**src/rtl/tile_swap_ctrl.sv**
```systemverilog
// Arbitrates the 64x5 tile RAM between the VGA renderer (read priority) and game-logic tile swaps.
// Optional build macro ADJ_CHECK_EN: reject swaps of cells that are not orthogonally adjacent.
module tile_swap_ctrl #(
    parameter int ADDR_W = 6,
    parameter int DATA_W = 5,
    parameter int GRID_W = 8
) (
    input  logic              clock,
    input  logic              reset_n,
    input  logic              vga_re,
    input  logic [ADDR_W-1:0] vga_addr,
    output logic [DATA_W-1:0] vga_data,
    output logic              vga_valid,
    input  logic              swap_req,
    input  logic [ADDR_W-1:0] swap_a,
    input  logic [ADDR_W-1:0] swap_b,
    output logic              swap_busy,
    output logic              swap_done,
    output logic              swap_err,
    output logic              mem_re,
    output logic [ADDR_W-1:0] mem_raddr,
    output logic              mem_we,
    output logic [ADDR_W-1:0] mem_waddr,
    output logic [DATA_W-1:0] mem_din,
    input  logic [DATA_W-1:0] mem_dout
);

`ifdef ADJ_CHECK_EN
    localparam bit ADJ_ON = 1'b1;
`else
    localparam bit ADJ_ON = 1'b0;
`endif

    localparam logic [ADDR_W-1:0] GRID_A = ADDR_W'(GRID_W);
    localparam logic [ADDR_W-1:0] ONE_A  = {{(ADDR_W-1){1'b0}}, 1'b1};

    typedef enum logic [2:0] {
        ST_IDLE  = 3'd0,
        ST_RD_A  = 3'd1,
        ST_CAP_A = 3'd2,
        ST_RD_B  = 3'd3,
        ST_CAP_B = 3'd4,
        ST_WR_A  = 3'd5,
        ST_WR_B  = 3'd6,
        ST_DONE  = 3'd7
    } state_t;

    state_t              r_state;
    logic [ADDR_W-1:0]   r_addr_a;
    logic [ADDR_W-1:0]   r_addr_b;
    logic [DATA_W-1:0]   r_tmp_a;
    logic [DATA_W-1:0]   r_tmp_b;
    logic                r_busy;
    logic                r_done;
    logic                r_err;
    logic                r_vga_valid;
    logic                r_mem_we;
    logic [ADDR_W-1:0]   r_mem_waddr;
    logic [DATA_W-1:0]   r_mem_din;

    logic                w_mem_re;
    logic [ADDR_W-1:0]   w_mem_raddr;
    logic                w_adjacent;
    logic                w_reject;

    // Orthogonal neighbours: one row apart, or one column apart within the same row.
    function automatic logic is_adjacent(input logic [ADDR_W-1:0] a, input logic [ADDR_W-1:0] b);
        logic [ADDR_W-1:0] diff;
        diff = (a > b) ? (a - b) : (b - a);
        return (diff == GRID_A) || ((diff == ONE_A) && ((a / GRID_A) == (b / GRID_A)));
    endfunction

    assign w_adjacent = is_adjacent(swap_a, swap_b);
    assign w_reject   = ADJ_ON && (swap_a != swap_b) && !w_adjacent;

    // Read-port mux: renderer always wins, FSM reads only in its RD states.
    always_comb begin
        w_mem_re    = 1'b0;
        w_mem_raddr = '0;
        if (vga_re) begin
            w_mem_re    = 1'b1;
            w_mem_raddr = vga_addr;
        end else if (r_state == ST_RD_A) begin
            w_mem_re    = 1'b1;
            w_mem_raddr = r_addr_a;
        end else if (r_state == ST_RD_B) begin
            w_mem_re    = 1'b1;
            w_mem_raddr = r_addr_b;
        end else begin
            w_mem_re    = 1'b0;
            w_mem_raddr = '0;
        end
    end

    // Renderer data-valid tracks the RAM's one-cycle read latency.
    always_ff @(posedge clock or negedge reset_n) begin
        if (!reset_n) begin
            r_vga_valid <= 1'b0;
        end else begin
            r_vga_valid <= vga_re;
        end
    end

    // Swap sequencer; write-port outputs are registered alongside the state they belong to.
    always_ff @(posedge clock or negedge reset_n) begin
        if (!reset_n) begin
            r_state     <= ST_IDLE;
            r_addr_a    <= '0;
            r_addr_b    <= '0;
            r_tmp_a     <= '0;
            r_tmp_b     <= '0;
            r_busy      <= 1'b0;
            r_done      <= 1'b0;
            r_err       <= 1'b0;
            r_mem_we    <= 1'b0;
            r_mem_waddr <= '0;
            r_mem_din   <= '0;
        end else begin
            r_done      <= 1'b0;
            r_err       <= 1'b0;
            r_mem_we    <= 1'b0;
            r_mem_waddr <= '0;
            r_mem_din   <= '0;
            case (r_state)
                ST_IDLE: begin
                    if (swap_req) begin
                        r_addr_a <= swap_a;
                        r_addr_b <= swap_b;
                        if (swap_a == swap_b) begin
                            r_state <= ST_DONE;
                            r_done  <= 1'b1;
                            r_busy  <= 1'b1;
                        end else if (w_reject) begin
                            r_state <= ST_IDLE;
                            r_err   <= 1'b1;
                        end else begin
                            r_state <= ST_RD_A;
                            r_busy  <= 1'b1;
                        end
                    end
                end
                ST_RD_A: begin
                    if (!vga_re) begin
                        r_state <= ST_CAP_A;
                    end
                end
                ST_CAP_A: begin
                    r_tmp_a <= mem_dout;
                    r_state <= ST_RD_B;
                end
                ST_RD_B: begin
                    if (!vga_re) begin
                        r_state <= ST_CAP_B;
                    end
                end
                ST_CAP_B: begin
                    // mem_dout is B's value now; forward it straight into the first write.
                    r_tmp_b     <= mem_dout;
                    r_state     <= ST_WR_A;
                    r_mem_we    <= 1'b1;
                    r_mem_waddr <= r_addr_a;
                    r_mem_din   <= mem_dout;
                end
                ST_WR_A: begin
                    r_state     <= ST_WR_B;
                    r_mem_we    <= 1'b1;
                    r_mem_waddr <= r_addr_b;
                    r_mem_din   <= r_tmp_a;
                end
                ST_WR_B: begin
                    r_state <= ST_DONE;
                    r_done  <= 1'b1;
                end
                ST_DONE: begin
                    r_state <= ST_IDLE;
                    r_busy  <= 1'b0;
                end
                default: begin
                    r_state <= ST_IDLE;
                    r_busy  <= 1'b0;
                end
            endcase
        end
    end

    assign vga_data  = mem_dout;
    assign vga_valid = r_vga_valid;
    assign swap_busy = r_busy;
    assign swap_done = r_done;
    assign swap_err  = r_err;
    assign mem_re    = w_mem_re;
    assign mem_raddr = w_mem_raddr;
    assign mem_we    = r_mem_we;
    assign mem_waddr = r_mem_waddr;
    assign mem_din   = r_mem_din;

endmodule

```
**config.mk**
```make
export PLATFORM = sky130hd
export DESIGN_NAME = tile_swap_ctrl
export DESIGN_NICKNAME = d
export VERILOG_FILES = /design/src/rtl/tile_swap_ctrl.sv
export SDC_FILE = /design/constraint.sdc
export NUM_CORES = 1
export LEC_CHECK = 0
export CELL_PAD_IN_SITES_DETAIL_PLACEMENT = 0
export CELL_PAD_IN_SITES_GLOBAL_PLACEMENT = 2
export CORE_MARGIN = 8
export CORE_UTILIZATION = 27
export CTS_BUF_LIST = sky130_fd_sc_hd__clkbuf_8
export CTS_CLUSTER_DIAMETER = 150
export DETAILED_ROUTE_END_ITERATION = 7
export PLACE_DENSITY_LB_ADDON = 0.1
export RECOVER_POWER = 25
export REMOVE_ABC_BUFFERS = 1
export SYNTH_ARGS = -nofsm -noshare
export SYNTH_HDL_FRONTEND = slang
export SYNTH_SLANG_ARGS = --single-unit
```
**constraint.sdc**
```tcl
create_clock -name clock -period 1.4 [get_ports clock]
set_input_delay 0.14 -clock clock [delete_from_list [all_inputs] [get_ports clock]]
set_output_delay 0.14 -clock clock [all_outputs]
set_load 0.005 [all_outputs]
```
==> results of run 1 <==
[kinds of logic after synthesis]
| logic type | after synthesis | synth area share |
|---|---|---|
| other cells | 1 | 0.00216 |
| fa+ha+maj | 4 | 0.0289 |
| compound gates | 33 | 0.127 |
| simple gates | 36 | 0.118 |
| xor+xnor | 6 | 0.0303 |
| buf+inv | 16 | 0.0541 |
| mux | 18 | 0.134 |
| flops | 35 | 0.505 |
[sequential cells by signal, indices dropped and copies added, names as in the netlist]
signal     cells
mem_we         1
mem_waddr      6
r_addr_a       6
r_state        3
swap_done      1
r_tmp_a        5
vga_valid      1
mem_din        5
swap_busy      1
r_addr_b       6
[area by class of cell]
class	instances	area share
flip-flops and latches	35	0.288
clock inverters	2	0.0115
repair buffers	97	0.314
clock buffers	6	0.0271
multi-input cells	98	0.323
well taps	77	0.0316
inverters	3	0.00534
[how the worst max path moves through the flow]
| stage | to | depth (start not counted) | slack (ps) |
|---|---|---|---|
| floorplan | r_addr_a[0] | 4 | -330 |
| global placement | mem_raddr[3] | 5 | -680 |
| detailed placement | mem_raddr[3] | 6 | -700 |
| CTS | mem_raddr[3] | 8 | -410 |
| global route | mem_raddr[1] | 8 | -480 |
| finish | r_addr_b[5] | 8 | -400 |
[cells in the final DEF, fill, tap and decap left out, types with 6 or more instances in the layout]
| master | n |
|---|---|
| mux2_4 | 14 |
| buf_2 | 7 |
| dfrtp_1 | 34 |
| nor2b_1 | 12 |
| nand2_1 | 13 |
| a22oi_2 | 16 |
| o21ai_1 | 7 |
| buf_4 | 25 |
| clkdlybuf4s50_1 | 45 |
| xor2_1 | 6 |
| clkbuf_8 | 6 |
| buf_6 | 11 |
[per-layer routing]
metal	wire length, µm	vias to the layer above	track usage
met3	305	10	0.0367
met2	2780	38	0.194
met4	80	0	0.0333
li1	-	696	-
met1	2340	715	0.143
met5	0	-	0
[Yosys cell counts (4+ instances only)]
master	instances
nor2_1	4
dfrtp_1	35
o21ai_0	9
buf_4	6
a22oi_1	17
nand2_1	13
nor2b_1	13
mux2_2	10
mux2_4	8
xor2_1	6
ha_1	4
[power groups by stage]
stage | Combinational, µW | Sequential (µW) | Clock, µW
4_1_cts | 3060 | 1690 | 969
2_1_floorplan | 1200 | 1660 | 0
6_report | 3740 | 1750 | 946
3_3_place_gp | 2410 | 1640 | 0
5_1_grt | 4010 | 1790 | 1030
3_5_place_dp | 2430 | 1660 | 0
[critical path, cell delays in order (launching register included)]
cell and delay [ps]:
dfrtp_2 450, buf_4 150, buf_6 120, inv_6 60, ha_4 170, nand3b_4 150
buf_12 160, buf_12 130, mux2_4 290
[timing repair]
| action | in CTS | in global routing |
|---|---|---|
| hold buffers | 1 | 0 |
| setup endpoints to repair | 35 | 41 |
| gates cloned | 1 | 1 |
| setup buffers | 13 | 8 |
| hold endpoints to repair | 19 | 0 |
| pin swaps | 7 | 25 |
| gates resized for setup | 67 | 36 |
[through the flow]
step                      TNS [ps]  cells  setup WS [ps]  total power [µW]  hold WS (ps)
after floorplan              -6200    136           -328              2860          -156
after global placement       -7600    289           -677              4050           118
after detailed placement     -8410    289           -704              4090           123
after CTS                    -8650    311           -414              5710           360
after global routing        -11540    318           -475              6820           399
final                        -9540    318           -395              6430           364
==> reports/results.ini, run 1 <==
[outcome]
outcome=finished with violations
failed_checks=setup timing

[clock_tree]
cts.sinks=35
htreeDepth=2
clk_pin_slew_ps=70
clock_latency_ps=290
cts-root-buf=clkbuf_8
cts_tree=built
clockBufferDepth=2
cts_made_buffers=5

[final_layout]
fin_area_mm2=0.00304
finish.utilization=0.485
antenna-diode-count=0
drive_gt1_frac=0.461
fillerInstances=573
fin_nets=271
regArea_um2=877
area_delta_synth_final_pct=75.5
multi_input_area_um2=982

[flow_run]
cap_violations=0

[detailed_routing]
drtIter0Drc=35
drt_pre_antenna_iters=3
route.detailed.drc=0
routed_wl_um=5510
avgRoutedWirePerCell_um=17.3
drt.antenna.violating_nets=0
num_vias=1459
via_per_inst=4.59

[global_routing]
track_usage=0.117
grt_overflow=0
antenna_found_initial=0
grt_start_max_net_pins=22
grt_pass1_vias=1587
grt_pass1_wl_um=8260

[critical_path]
critPathCaptureType=flip-flop
crit_type=flip-flop to flip-flop
crit_arrival_ps=1970
ff2ff_path_depth=8
startpoint=r_state[0]
ff2ff_setup_slack_ps=-400
worst-path-max-fanout=6
r2r_start=r_state[0]
crit_required_ps=1570
rr_endpoint=r_addr_b[5]
start_kind=flip-flop

[synthesis]
netlist.area_leader.share=0.505
yosysSeqAreaShare=0.505
synth_area_mm2=0.00173
syn_area_per_cell_um2=11.6
ys_ff_latch=35
yosysUniqueCellTypes=27
yosysTopAreaCell=dfrtp_1
ys_async_sr_fraction=1.00
ys_warn_count=0
synthFlopType=dfrtp_1
synthTopCellsByArea=dfrtp_1 (51%), a22oi_1 (7.4%), mux2_4 (6.9%)
synthesis.instances=149
synth_edf_count=0

[floorplanning]
io_pins=55
start_util=0.276
core_mm2=0.00628
chipHeight_um=96.1
die_area_mm2=0.00924
rows=29
fp.dieW_um=96.1

[power]
clockPowerShare=0.147
seqPwrFrac=0.272
total_leakage_power_uw=0.00134
irDropWorstVdd_uv=847
p_switching_uw=2180
combPwrFrac=0.581
intPower_uw=4250
pwr_density_cell_mw_per_mm2=2110
swShare=0.339

[sta]
setup_viol=41
fmax_ghz=0.557
min_period_over_period=1.28
relSlewSlack=0.646
min_period_ps=1800
slew_violations=0
hold_viol_final=0
rsz0062_at_grt=yes
final.setup_skew_ps=3.87
worst_slack_ps=-395
tightest_slew_ps=531

[place]
place.port_buffers=53
placed_area_mm2=0.00247
place_congestion=0.751
dp_hpwl_um=3460

[hold_path]
hold_path.class=input pin to asynchronous set/reset pin

No activity file was read; power rests on OpenSTA's default activity.
==> inputs of run 2 (changes only) <==
--- a/config.mk
+++ b/config.mk
@@ -5,10 +5,10 @@
 export SDC_FILE = /design/constraint.sdc
 export NUM_CORES = 1
 export LEC_CHECK = 0
+export ABC_AREA = 1
 export CELL_PAD_IN_SITES_DETAIL_PLACEMENT = 0
 export CELL_PAD_IN_SITES_GLOBAL_PLACEMENT = 2
-export CORE_MARGIN = 8
-export CORE_UTILIZATION = 27
+export CORE_UTILIZATION = 24
 export CTS_BUF_LIST = sky130_fd_sc_hd__clkbuf_8
 export CTS_CLUSTER_DIAMETER = 150
 export DETAILED_ROUTE_END_ITERATION = 7
==> reports/results.ini, run 2 <==
[synthesis]
yosysMostFrequentCell=nand2_1
synth_area_mm2=0.00182
netlist.area_leader.share=0.481
yosysTopAreaCell=dfrtp_1
syn_area_per_cell_um2=8.09
yosysUniqueCellTypes=24
synthFlopType=dfrtp_1
ys_async_sr_fraction=1.00
synthTopCellsByArea=dfrtp_1 (48%), nand2_1 (10%), o21ai_0 (8.2%)
ys_ff_latch=35
synthesis.instances=225
ys_warn_count=0
yosysSeqAreaShare=0.481
synth_top_cells_by_count=nand2_1 (50), dfrtp_1 (35), o21ai_0 (30)
synth_edf_count=0

[sta]
slew_violations=0
setup_tns_ps=-4750
fmax_ghz=0.580
tightest_slew_ps=903
rsz0062_at_grt=yes
min_period_ps=1720
final.setup_skew_ps=7.24
hold_viol_final=0
worst_slack_ps=-323
setup_viol=35
min_period_over_period=1.23
relSlewSlack=0.398

[hold_path]
hold_end=mem_din[0]
hold_depth=3
hold_path.class=input pin to flip-flop
min-delay-start=mem_dout[0]

[floorplanning]
start_util=0.250
fp.dieW_um=89.1
rows=31
chipHeight_um=89.1
core_mm2=0.00729
io_pins=55
die_area_mm2=0.00794

[detailed_routing]
top_layer=met4
route.detailed.drc=0
drt.antenna.violating_nets=0
wl_met2_um=2770
route.met3.wl_um=215
drt-met1-wl_um=2290
routed_wl_um=5350
via_per_inst=4.15
drtIter0Drc=72
drt_pre_antenna_iters=4
num_vias=1744
avgRoutedWirePerCell_um=12.7

[global_routing]
grt_pass1_wl_um=8580
antenna_found_initial=0
grt_start_max_net_pins=36
grt_pass1_vias=1746
grt_overflow=0
track_usage=0.148

[critical_path]
worstPathCellList=ha_2, inv_2, nor2_4, inv_6, nor3_4, a21oi_2, o21ai_1, buf_2
slowest_delay_ps=390
crit_type=flip-flop to output pin
crit_required_ps=1260
r2r_start=r_state[0]
crit_arrival_ps=1580
ff2ff_setup_slack_ps=-240
rr_endpoint=r_state[1]
worst-path-max-fanout=6
crit_path_top_delay_cell=dfrtp_1
critical_path.top_delay_family=flip-flops
crit_buf_inv=3
start_kind=flip-flop
critPathCaptureType=output pin
ff2ff_path_depth=12

[power]
irDropWorstVdd_uv=631
pwr_density_cell_mw_per_mm2=1890
total_leakage_power_uw=0.00151

[final_layout]
area_delta_synth_final_pct=73.4
drive_gt1_frac=0.383
fin_nets=351
antenna-diode-count=0
mostFrequentLayoutCell=clkdlybuf4s50_1
layout_common_cells=clkdlybuf4s50_1 (45), nand2_1 (36), dfrtp_1 (35)

[place]
dp_slack_ps=-411
place.port_buffers=53
dp_hpwl_um=3710
place_congestion=0.749

[clock_tree]
cts.sinks=35
cts-root-buf=clkbuf_8
cts_tree=built
clock_latency_ps=280
cts_made_buffers=5
htreeDepth=2
clk_pin_slew_ps=70
postCtsHoldBufs=0
clockBufferDepth=2

[outcome]
failed_checks=setup timing
outcome=finished with violations

[flow_run]
cap_violations=0

-- run 2: cell count changes after synthesis, sizes merged, moves of 13 or more --
cell	before	now
a22oi	17	0
inv	3	33
mux2	18	0
nand2	13	53
nand3	0	17
nor2b	13	0
o21ai	9	38
-- run 2: per-stage QoR --
stage	power, µW	util	cells	hold WS, ps	instance area (µm²)
after floorplan	2800	-	211	-156	1730
after CTS	5560	0.410	415	244	2990
after global placement	4110	0.367	398	468	2670
final	5980	0.433	420	451	3160
after detailed placement	4120	0.367	398	475	2670
after global routing	6460	0.433	420	475	3160
-- run 2: area by class of cell --
class	instances	area, µm²
timing repair buffer	102	985
fill	764	4140
clock inverter	3	12.5
sequential	35	876
inverter	33	136
tap	99	124
clock buffer	5	68.8
multi-input combinational	143	955
-- run 2: how the worst max path moves through the flow --
stage	start	endpoint	slack [ps]	cells after the start
floorplan	r_state[1]	r_state[1]	-210	11
global placement	r_state[1]	mem_raddr[0]	-390	7
detailed placement	r_state[0]	mem_raddr[5]	-410	6
CTS	r_state[1]	mem_raddr[1]	-350	8
global route	r_state[0]	mem_raddr[2]	-420	7
finish	r_state[1]	mem_raddr[1]	-320	8
-- run 2: layer usage --
metal,track usage,up-vias
li1,-,894
met1,0.172,798
met2,0.271,46
met3,0.0295,6
met4,0.0491,0
met5,0,-
-- run 2: what timing repair did --
item,in CTS,in global routing
setup buffers,9,6
resized for setup,80,63
setup endpoints to repair,34,35
pin swaps,13,11
gates cloned,1,1
hold endpoints to repair,0,0
-- run 2: logic make-up after synthesis --
family | after synthesis | share of synthesized area
fa+ha+maj | 4 | 0.0275
flops | 35 | 0.481
other cells | 1 | 0.00206
buf+inv | 47 | 0.118
simple gates | 93 | 0.248
compound gates | 45 | 0.124
-- run 2: worst register-to-register path: stages, from the launching register on --
cell	delay, ps
dfrtp_1	390
buf_6	130
ha_4	170
buf_6	140
buf_6	110
nand2_4	80
nand2_2	60
nor2_1	80
nand3_1	100
nand2_1	70
nand2_1	40
nor2_1	110
nor2_2	50
-- run 2: power by group --
group,internal [µW],switching (µW)
registers,1390,266
clock network,335,353
logic,1850,1780
